[src/rtl/dm_access_ctrl.sv]
// Data-memory access initiator: alignment check, lane steering, req/ack handshake, load extension.
// Optional REQ-phase watchdog enabled by defining DM_TIMEOUT_EN.
module dm_access_ctrl #(
  parameter int unsigned ADDR_W  = 5,
  parameter int unsigned TIMEOUT = 15
) (
  input  logic              clk,
  input  logic              reset,
  input  logic              req_valid,
  output logic              req_ready,
  input  logic              req_we,
  input  logic [2:0]        req_type,
  input  logic [31:0]       req_addr,
  input  logic [31:0]       req_wdata,
  output logic              rsp_valid,
  output logic [31:0]       rsp_rdata,
  output logic              rsp_err,
  output logic              busy,
  output logic              mem_req,
  output logic              mem_we,
  output logic [ADDR_W-1:0] mem_addr,
  output logic [3:0]        mem_be,
  output logic [31:0]       mem_wdata,
  input  logic              mem_ack,
  input  logic [31:0]       mem_rdata
);

  localparam logic [1:0] S_IDLE = 2'd0;
  localparam logic [1:0] S_REQ  = 2'd1;
  localparam logic [1:0] S_RESP = 2'd2;
  localparam logic [1:0] S_ERR  = 2'd3;

  localparam logic [7:0] TMO_LAST = 8'(TIMEOUT - 1);

  logic [1:0]        r_state;
  logic              r_we;
  logic [2:0]        r_type;
  logic [1:0]        r_addr_lo;
  logic              r_mem_req;
  logic              r_mem_we;
  logic [ADDR_W-1:0] r_mem_addr;
  logic [3:0]        r_mem_be;
  logic [31:0]       r_mem_wdata;
  logic [31:0]       r_rsp_rdata;

  logic              w_accept;
  logic              w_legal;
  logic              w_misalign;
  logic              w_ok;
  logic [3:0]        w_be;
  logic [31:0]       w_wdata;
  logic [7:0]        w_byte;
  logic [15:0]       w_half;
  logic [31:0]       w_ext;
  logic              w_timeout;

  assign w_accept = req_valid && (r_state == S_IDLE);

  always_comb begin
    w_legal    = 1'b0;
    w_misalign = 1'b0;
    w_be       = '0;
    w_wdata    = '0;
    case (req_type)
      3'b000: begin
        w_legal    = 1'b1;
        w_misalign = (req_addr[1:0] != 2'b00);
        w_be       = 4'b1111;
        w_wdata    = req_wdata;
      end
      3'b100, 3'b101: begin
        w_legal    = 1'b1;
        w_misalign = req_addr[0];
        w_be       = req_addr[1] ? 4'b1100 : 4'b0011;
        w_wdata    = {2{req_wdata[15:0]}};
      end
      3'b110, 3'b111: begin
        w_legal    = 1'b1;
        w_be       = 4'b0001 << req_addr[1:0];
        w_wdata    = {4{req_wdata[7:0]}};
      end
      default: ;
    endcase
  end

  assign w_ok = w_legal && !w_misalign;

  // Extraction uses the latched type/offset, since req_* may change while REQ waits.
  always_comb begin
    case (r_addr_lo)
      2'd0:    w_byte = mem_rdata[7:0];
      2'd1:    w_byte = mem_rdata[15:8];
      2'd2:    w_byte = mem_rdata[23:16];
      default: w_byte = mem_rdata[31:24];
    endcase
    w_half = r_addr_lo[1] ? mem_rdata[31:16] : mem_rdata[15:0];
    case (r_type)
      3'b000:  w_ext = mem_rdata;
      3'b100:  w_ext = {{16{w_half[15]}}, w_half};
      3'b101:  w_ext = {16'h0000, w_half};
      3'b110:  w_ext = {{24{w_byte[7]}}, w_byte};
      3'b111:  w_ext = {24'h000000, w_byte};
      default: w_ext = '0;
    endcase
    if (r_we) w_ext = '0;
  end

`ifdef DM_TIMEOUT_EN
  logic [7:0] r_tmo_cnt;

  always_ff @(posedge clk or negedge reset) begin
    if (!reset) begin
      r_tmo_cnt <= '0;
    end else if (w_accept) begin
      r_tmo_cnt <= '0;
    end else if (r_state == S_REQ) begin
      r_tmo_cnt <= r_tmo_cnt + 8'd1;
    end
  end

  // An ack arriving on the limit cycle takes priority over the timeout.
  assign w_timeout = (r_state == S_REQ) && !mem_ack && (r_tmo_cnt == TMO_LAST);
`else
  logic w_unused_tmo;
  assign w_unused_tmo = ^TMO_LAST;
  assign w_timeout    = 1'b0;
`endif

  logic w_unused_addr;
  assign w_unused_addr = ^req_addr[31:ADDR_W+2];

  always_ff @(posedge clk or negedge reset) begin
    if (!reset) begin
      r_state <= S_IDLE;
    end else begin
      case (r_state)
        S_IDLE: if (w_accept) r_state <= w_ok ? S_REQ : S_ERR;
        S_REQ: begin
          if (mem_ack)        r_state <= S_RESP;
          else if (w_timeout) r_state <= S_ERR;
        end
        default: r_state <= S_IDLE;
      endcase
    end
  end

  always_ff @(posedge clk or negedge reset) begin
    if (!reset) begin
      r_we        <= 1'b0;
      r_type      <= '0;
      r_addr_lo   <= '0;
      r_mem_req   <= 1'b0;
      r_mem_we    <= 1'b0;
      r_mem_addr  <= '0;
      r_mem_be    <= '0;
      r_mem_wdata <= '0;
      r_rsp_rdata <= '0;
    end else if (w_accept) begin
      if (w_ok) begin
        r_we        <= req_we;
        r_type      <= req_type;
        r_addr_lo   <= req_addr[1:0];
        r_mem_req   <= 1'b1;
        r_mem_we    <= req_we;
        r_mem_addr  <= req_addr[ADDR_W+1:2];
        r_mem_be    <= w_be;
        r_mem_wdata <= w_wdata;
      end else begin
        r_rsp_rdata <= '0;
      end
    end else if (r_state == S_REQ) begin
      if (mem_ack) begin
        r_mem_req   <= 1'b0;
        r_mem_we    <= 1'b0;
        r_rsp_rdata <= w_ext;
      end else if (w_timeout) begin
        r_mem_req   <= 1'b0;
        r_mem_we    <= 1'b0;
        r_rsp_rdata <= '0;
      end
    end
  end

  assign req_ready = (r_state == S_IDLE);
  assign busy      = (r_state != S_IDLE);
  assign rsp_valid = (r_state == S_RESP) || (r_state == S_ERR);
  assign rsp_err   = (r_state == S_ERR);
  assign rsp_rdata = r_rsp_rdata;
  assign mem_req   = r_mem_req;
  assign mem_we    = r_mem_we;
  assign mem_addr  = r_mem_addr;
  assign mem_be    = r_mem_be;
  assign mem_wdata = r_mem_wdata;

endmodule

[config.mk]
export PLATFORM = sky130hd
export DESIGN_NAME = dm_access_ctrl
export DESIGN_NICKNAME = d
export VERILOG_FILES = /design/src/rtl/dm_access_ctrl.sv
export SDC_FILE = /design/constraint.sdc
export NUM_CORES = 1
export LEC_CHECK = 0
export ABC_AREA = 1
export CORE_UTILIZATION = 45
export DETAILED_ROUTE_END_ITERATION = 10
export HOLD_SLACK_MARGIN = 0.08
export PLACE_DENSITY = 0.84
export SYNTH_ARGS = -nofsm -noshare
export SYNTH_HDL_FRONTEND = slang
export SYNTH_SLANG_ARGS = --single-unit
[constraint.sdc]
create_clock -name clk -period 2.1 [get_ports clk]
set_input_delay 0.525 -clock clk [delete_from_list [all_inputs] [get_ports clk]]
set_output_delay 0.525 -clock clk [all_outputs]
set_load 0.01 [all_outputs]
; After elaboration in Yosys (flattened, before gate mapping)
; Index checks and enable logic that the tools add are counted.
[word_totals]
output_inout_bits = 79
ff_bits = 83
inputBits = 104
[op_classes]
mux = 23
reduce_logical = 19
shift = 1
eq_ne = 17
[op_table]
columns = cell, n
row1 = $mux 32, 5
row2 = $pmux 32 s5, 1
row3 = $pmux 32 s3, 1
row4 = $eq 3x3->1 const B, 8
row5 = $pmux 8 s3, 1
row6 = $mux 16, 1
row7 = $pmux 4 s3, 1
row8 = $reduce_bool 2->1, 4
row9 = $mux 1, 7
row10 = $eq 2x2->1 const B, 3
row11 = $logic_not 3->1, 2
row12 = $mux 2, 3
row13 = $reduce_and 3->1, 2
row14 = $reduce_or 5->1, 1
row15 = $eq 2x1->1 const B, 2
row16 = $logic_not 2->1, 2
row17 = $mux 4, 1
row18 = $ne 2x1->1 const B, 2
row19 = $ne 2x2->1 const B, 2
row20 = $pmux 2 s2, 1
row21 = $reduce_and 2->1, 2
row22 = $reduce_or 2->1, 2
row23 = $shl 1x2->4 const A, 1
row24 = $logic_and 1x1->1, 2
row25 = other kinds (3), 3

; Logic depth before layout (Yosys ltp)
[logic_depth]
depth_word = 8
ltp_mapped = 10
mapped_depth_nobuf = 9

; Least setup slack after synthesis
; No wires, ideal clock.
[synth_timing]
path_kind = in2reg
startpoint = input port req_type[2]
endpoint = register r_mem_wdata[15] (netlist: mem_wdata[15])
path_stages = 8
arrival_ps = 1373
path_buffers = 3
setup_slack_ps = 603
cell_sequence = buf_4 > inv_1 > nand2_1 > nand3_4 > buf_6 > buf_2 > nand2_1 > nand3_1
[synth_via]
elab_chain_cells = 6
[synth_rtl]
columns = element, line_no
row1 = start: declaration, 12  ; input logic [2:0] req_type,
row2 = $eq 3x3->1, 64  ; case (req_type)
row3 = $reduce_or 2->1, 64
row4 = $pmux 1 s2, 64
row5 = $logic_not 1->1, 86  ; assign w_ok = w_legal && !w_misalign;
row6 = $logic_and 1x1->1, 86
row7 = $reduce_and 2->1 (no line), --
row8 = end signal: assignment, 167  ; r_mem_wdata <= w_wdata;
row9 = end: declaration, 43  ; logic [31:0] r_mem_wdata;
; Parallel ways exist; a longest one is shown, timed or not.
; A chain may end at the register's enable or synchronous reset.

; Worst setup path in the final report
[layout_timing]
startpoint = register r_state[1]
endpoint = output port rsp_err
[layout_via]
elab_chain_cells = 1
[layout_rtl]
columns = element, line_no
row1 = start: declaration, 35  ; logic [1:0] r_state;
row2 = start signal: assignment, 137  ; S_IDLE: if (w_accept) r_state <= w_ok ? S_REQ : S_ERR;
row3 = $eq 2x2->1, 187  ; assign rsp_err = (r_state == S_ERR);
row4 = end: declaration, 17  ; output logic rsp_err,
; Every way passes these cells.

==> reports/results.ini <==
[timing]
setup_violations=0
worst_pin_slew_ns=0.4539
fmax_mhz=501.2
finalMaxSlewViolations=0
fin_tns_setup_ns=0
finClkSkew_ns=0.01405
fin_crit_ns=1.995
finalHoldViolations=0
fin_crit_sh_pct=95.02
rsz0062_at_grt=false
slew_headroom_pct=69.71

[worst_setup_path]
crit_family=buffers and inverters
crit_path_cell_trace=buf_4, nand2_1, inv_1, clkdlybuf4s50_1
cp-start-kind=register
endpoint_kind=output port
worst-path-stages=4
rr_worst_depth=7
slowest_stage=clkdlybuf4s50_1
r2r_slack_ns=0.28
worstSetupPathType=register to output port
cp_max_fo=4
max_stage_delay_ns=0.53
worst-path-buf-inv=3
worstReg2RegStart=r_type[1]
reg2reg_to=rsp_rdata[17]
cp_data_required_time_ns=1.57
worstPathArrival_ns=1.47

[drt]
antenna_left=0
drc=0
firstDrtPassIters=5
num_vias=4500
vias_per_cell=5.214
wl_per_cell_um=14.51
wl_mm=12.52
drt_iter0_markers=249

[finish]
layout-drive-gt1-share_pct=7.580
fin_nets=852
antenna_cells=0
area_growth_syn_to_layout_pct=46.09
nFillCells=763
stdcell_count=863

[grt]
grtUsageTotal_pct=26.12
overflow=0
antenna_found_initial=0
grt_max_degree=32
grt_pass1_wl_mm=20.43
grt_pass1_vias=4323

[floorplan]
rows=35
die_area_um2=9852
die_h_um=99.26
core_um2=9196
io_pins=183
start_util_pct=46.29
die_w_um=99.26

[place]
dp_hpwl_mm=9.183
place_inst=846
gp_congestion=0.8738
portBuffers=157

[yosys]
yosysWarnings=0
synth_top_area_cell=dfrtp_1
synth.yosys.seq_area_share_pct=48.79
async_flop_share_pct=100.0
synth_cells=582
yosys-top-cells-count=nand2_1, dfrtp_1, nand3_1
synth_area_um2=4257
ys_ff_latch=83
synth_ff_type=dfrtp_1
yosysTopAreaCellShare_pct=48.79
post-synth-top-count-cell=nand2_1
synth_cell_types=26
synth_edf_count=0
syn_avg_cell_area_um2=7.314
synth_area_leaders=dfrtp_1, nand2_1, nand3_1
synth_nets=686

[hold_path]
hold_path.class=input port to async pin

[clock_network]
htreeDepth=3
path_clk_slew_ns=0.09
cts_buffers=9
ctsHoldBuffers=0
cts.sinks=83
clk_latency_ns=0.35
cts_root_buf=clkbuf_8
cts_tree=done
clock_path_buffers=2

[power]
p_sw_share_pct=39.49
p_comb_share_pct=52.7
intPower_mw=4.862
p_leak_nw=3.190
seqPwrFrac_pct=34.4
vdd_drop_max_mv=0.6094
clkPwrFrac_pct=12.9
power_density_nw_per_um2=1292
p_sw_mw=3.173

[outcome]
status=completed

[flow_run]
max_cap_viol_count=0

[flip-flops by register name (all words and copies together), names as in the netlist]
signal / cells
r_we: 1
mem_wdata: 32
r_state: 2
rsp_rdata: 32
mem_addr: 5
mem_be: 4
mem_req: 1
mem_we: 1
r_type: 3
r_addr_lo: 2
[per-layer routing]
| layer | vias to the layer above | wire length, µm | GRT usage [%] |
|---|---|---|---|
| met1 | 2126 | 5024 | 31.52 |
| met5 | - | 0 | 0 |
| li1 | 2166 | - | - |
| met4 | 0 | 107 | 6.335 |
| met3 | 12 | 1109 | 7.238 |
| met2 | 196 | 6282 | 46.21 |
[metrics by stage]
step / worst slack, ns / hold slack [ns] / area (µm²) / power, mW / utilization [%]
after floorplan: 0.6030 / 0.2294 / 4257 / 4.878 / -
after global placement: -0.01519 / 0.4611 / 6032 / 6.852 / 65.59
after detailed placement: -0.05661 / 0.4645 / 6032 / 6.987 / 65.59
after CTS: 0.03883 / 0.1015 / 6200 / 8.056 / 67.42
after global routing: 0.03267 / 0.1109 / 6218 / 8.653 / 67.62
final: 0.1047 / 0.1080 / 6218 / 8.036 / 67.62
[how the worst max path moves through the flow]
stage	endpoint	from	slack (ns)
after global routing	rsp_err	r_state[1]	0.03
after global placement	rsp_rdata[22]	req_type[1]	-0.02
after CTS	req_ready	r_state[0]	0.04
after detailed placement	rsp_rdata[17]	req_type[1]	-0.06
final	rsp_err	r_state[1]	0.10
after floorplan	mem_wdata[15]	req_type[2]	0.60
[cells in the final DEF (no fill, tap or decap)]
| master | count |
|---|---|
| nor3_1 | 1 |
| clkinvlp_4 | 2 |
| clkdlybuf4s50_1 | 155 |
| o21ai_2 | 1 |
| o21ai_1 | 2 |
| o211ai_1 | 1 |
| nand2_1 | 284 |
| a21oi_1 | 5 |
| nor2_2 | 2 |
| dfrtp_1 | 82 |
| clkinv_2 | 3 |
| nand3_1 | 73 |
| o21ai_0 | 34 |
| nand3_4 | 1 |
| nand2_4 | 1 |
| nand2_2 | 3 |
| a211oi_1 | 2 |
| buf_12 | 5 |
| o22ai_1 | 2 |
| nand3b_1 | 2 |
| inv_2 | 3 |
| nor2_8 | 1 |
| inv_1 | 34 |
| clkbuf_8 | 10 |
| nor2_1 | 15 |
| buf_4 | 24 |
| dlymetal6s2s_1 | 1 |
| nand4_1 | 1 |
| dfrtp_2 | 1 |
| o31ai_1 | 1 |
[power by group through the flow]
stage	clock (mW)	sequential, mW	combinational [mW]
2_1_floorplan	0	3.00	1.88
3_3_place_gp	0	2.74	4.11
3_5_place_dp	0	2.77	4.22
4_1_cts	1.06	2.76	4.24
5_1_grt	1.13	2.85	4.67
6_report	1.03	2.76	4.24
[logic make-up (layout without fill, tap and decap cells)]
family	after synthesis	count (layout)	share of synthesized area [%]
AO/OA/AOI/OAI	48	48	6.026
AND/OR/NAND/NOR	384	384	37.45
buffers and inverters	67	237	7.731
flip-flops	83	83	48.79
[what timing repair did]
action,CTS,global route
setup buffers,0,2
gates resized for setup,0,2
setup endpoints to repair,0,1
[cell type report]
| class | count | area [µm²] | area share (%) |
|---|---|---|---|
| Clock buffer | 10 | 137.6 | 2.213 |
| Multi-Input combinational cell | 432 | 1851 | 29.76 |
| Tap cell | 111 | 138.9 | 2.233 |
| Inverter | 37 | 138.9 | 2.233 |
| Timing Repair Buffer | 185 | 1844 | 29.66 |
| Sequential cell | 83 | 2078 | 33.42 |
| Clock inverter | 5 | 30.03 | 0.4829 |
[worst reg2reg max path: stages (launching register included)]
cell and delay (ns):
dfrtp_1 0.44, nor2_1 0.19, nand2_1 0.10, inv_1 0.35
o21ai_2 0.16, nor2_8 0.33, nand2_1 0.11, nand2_1 0.08
(Power assumes the default switching activity.)
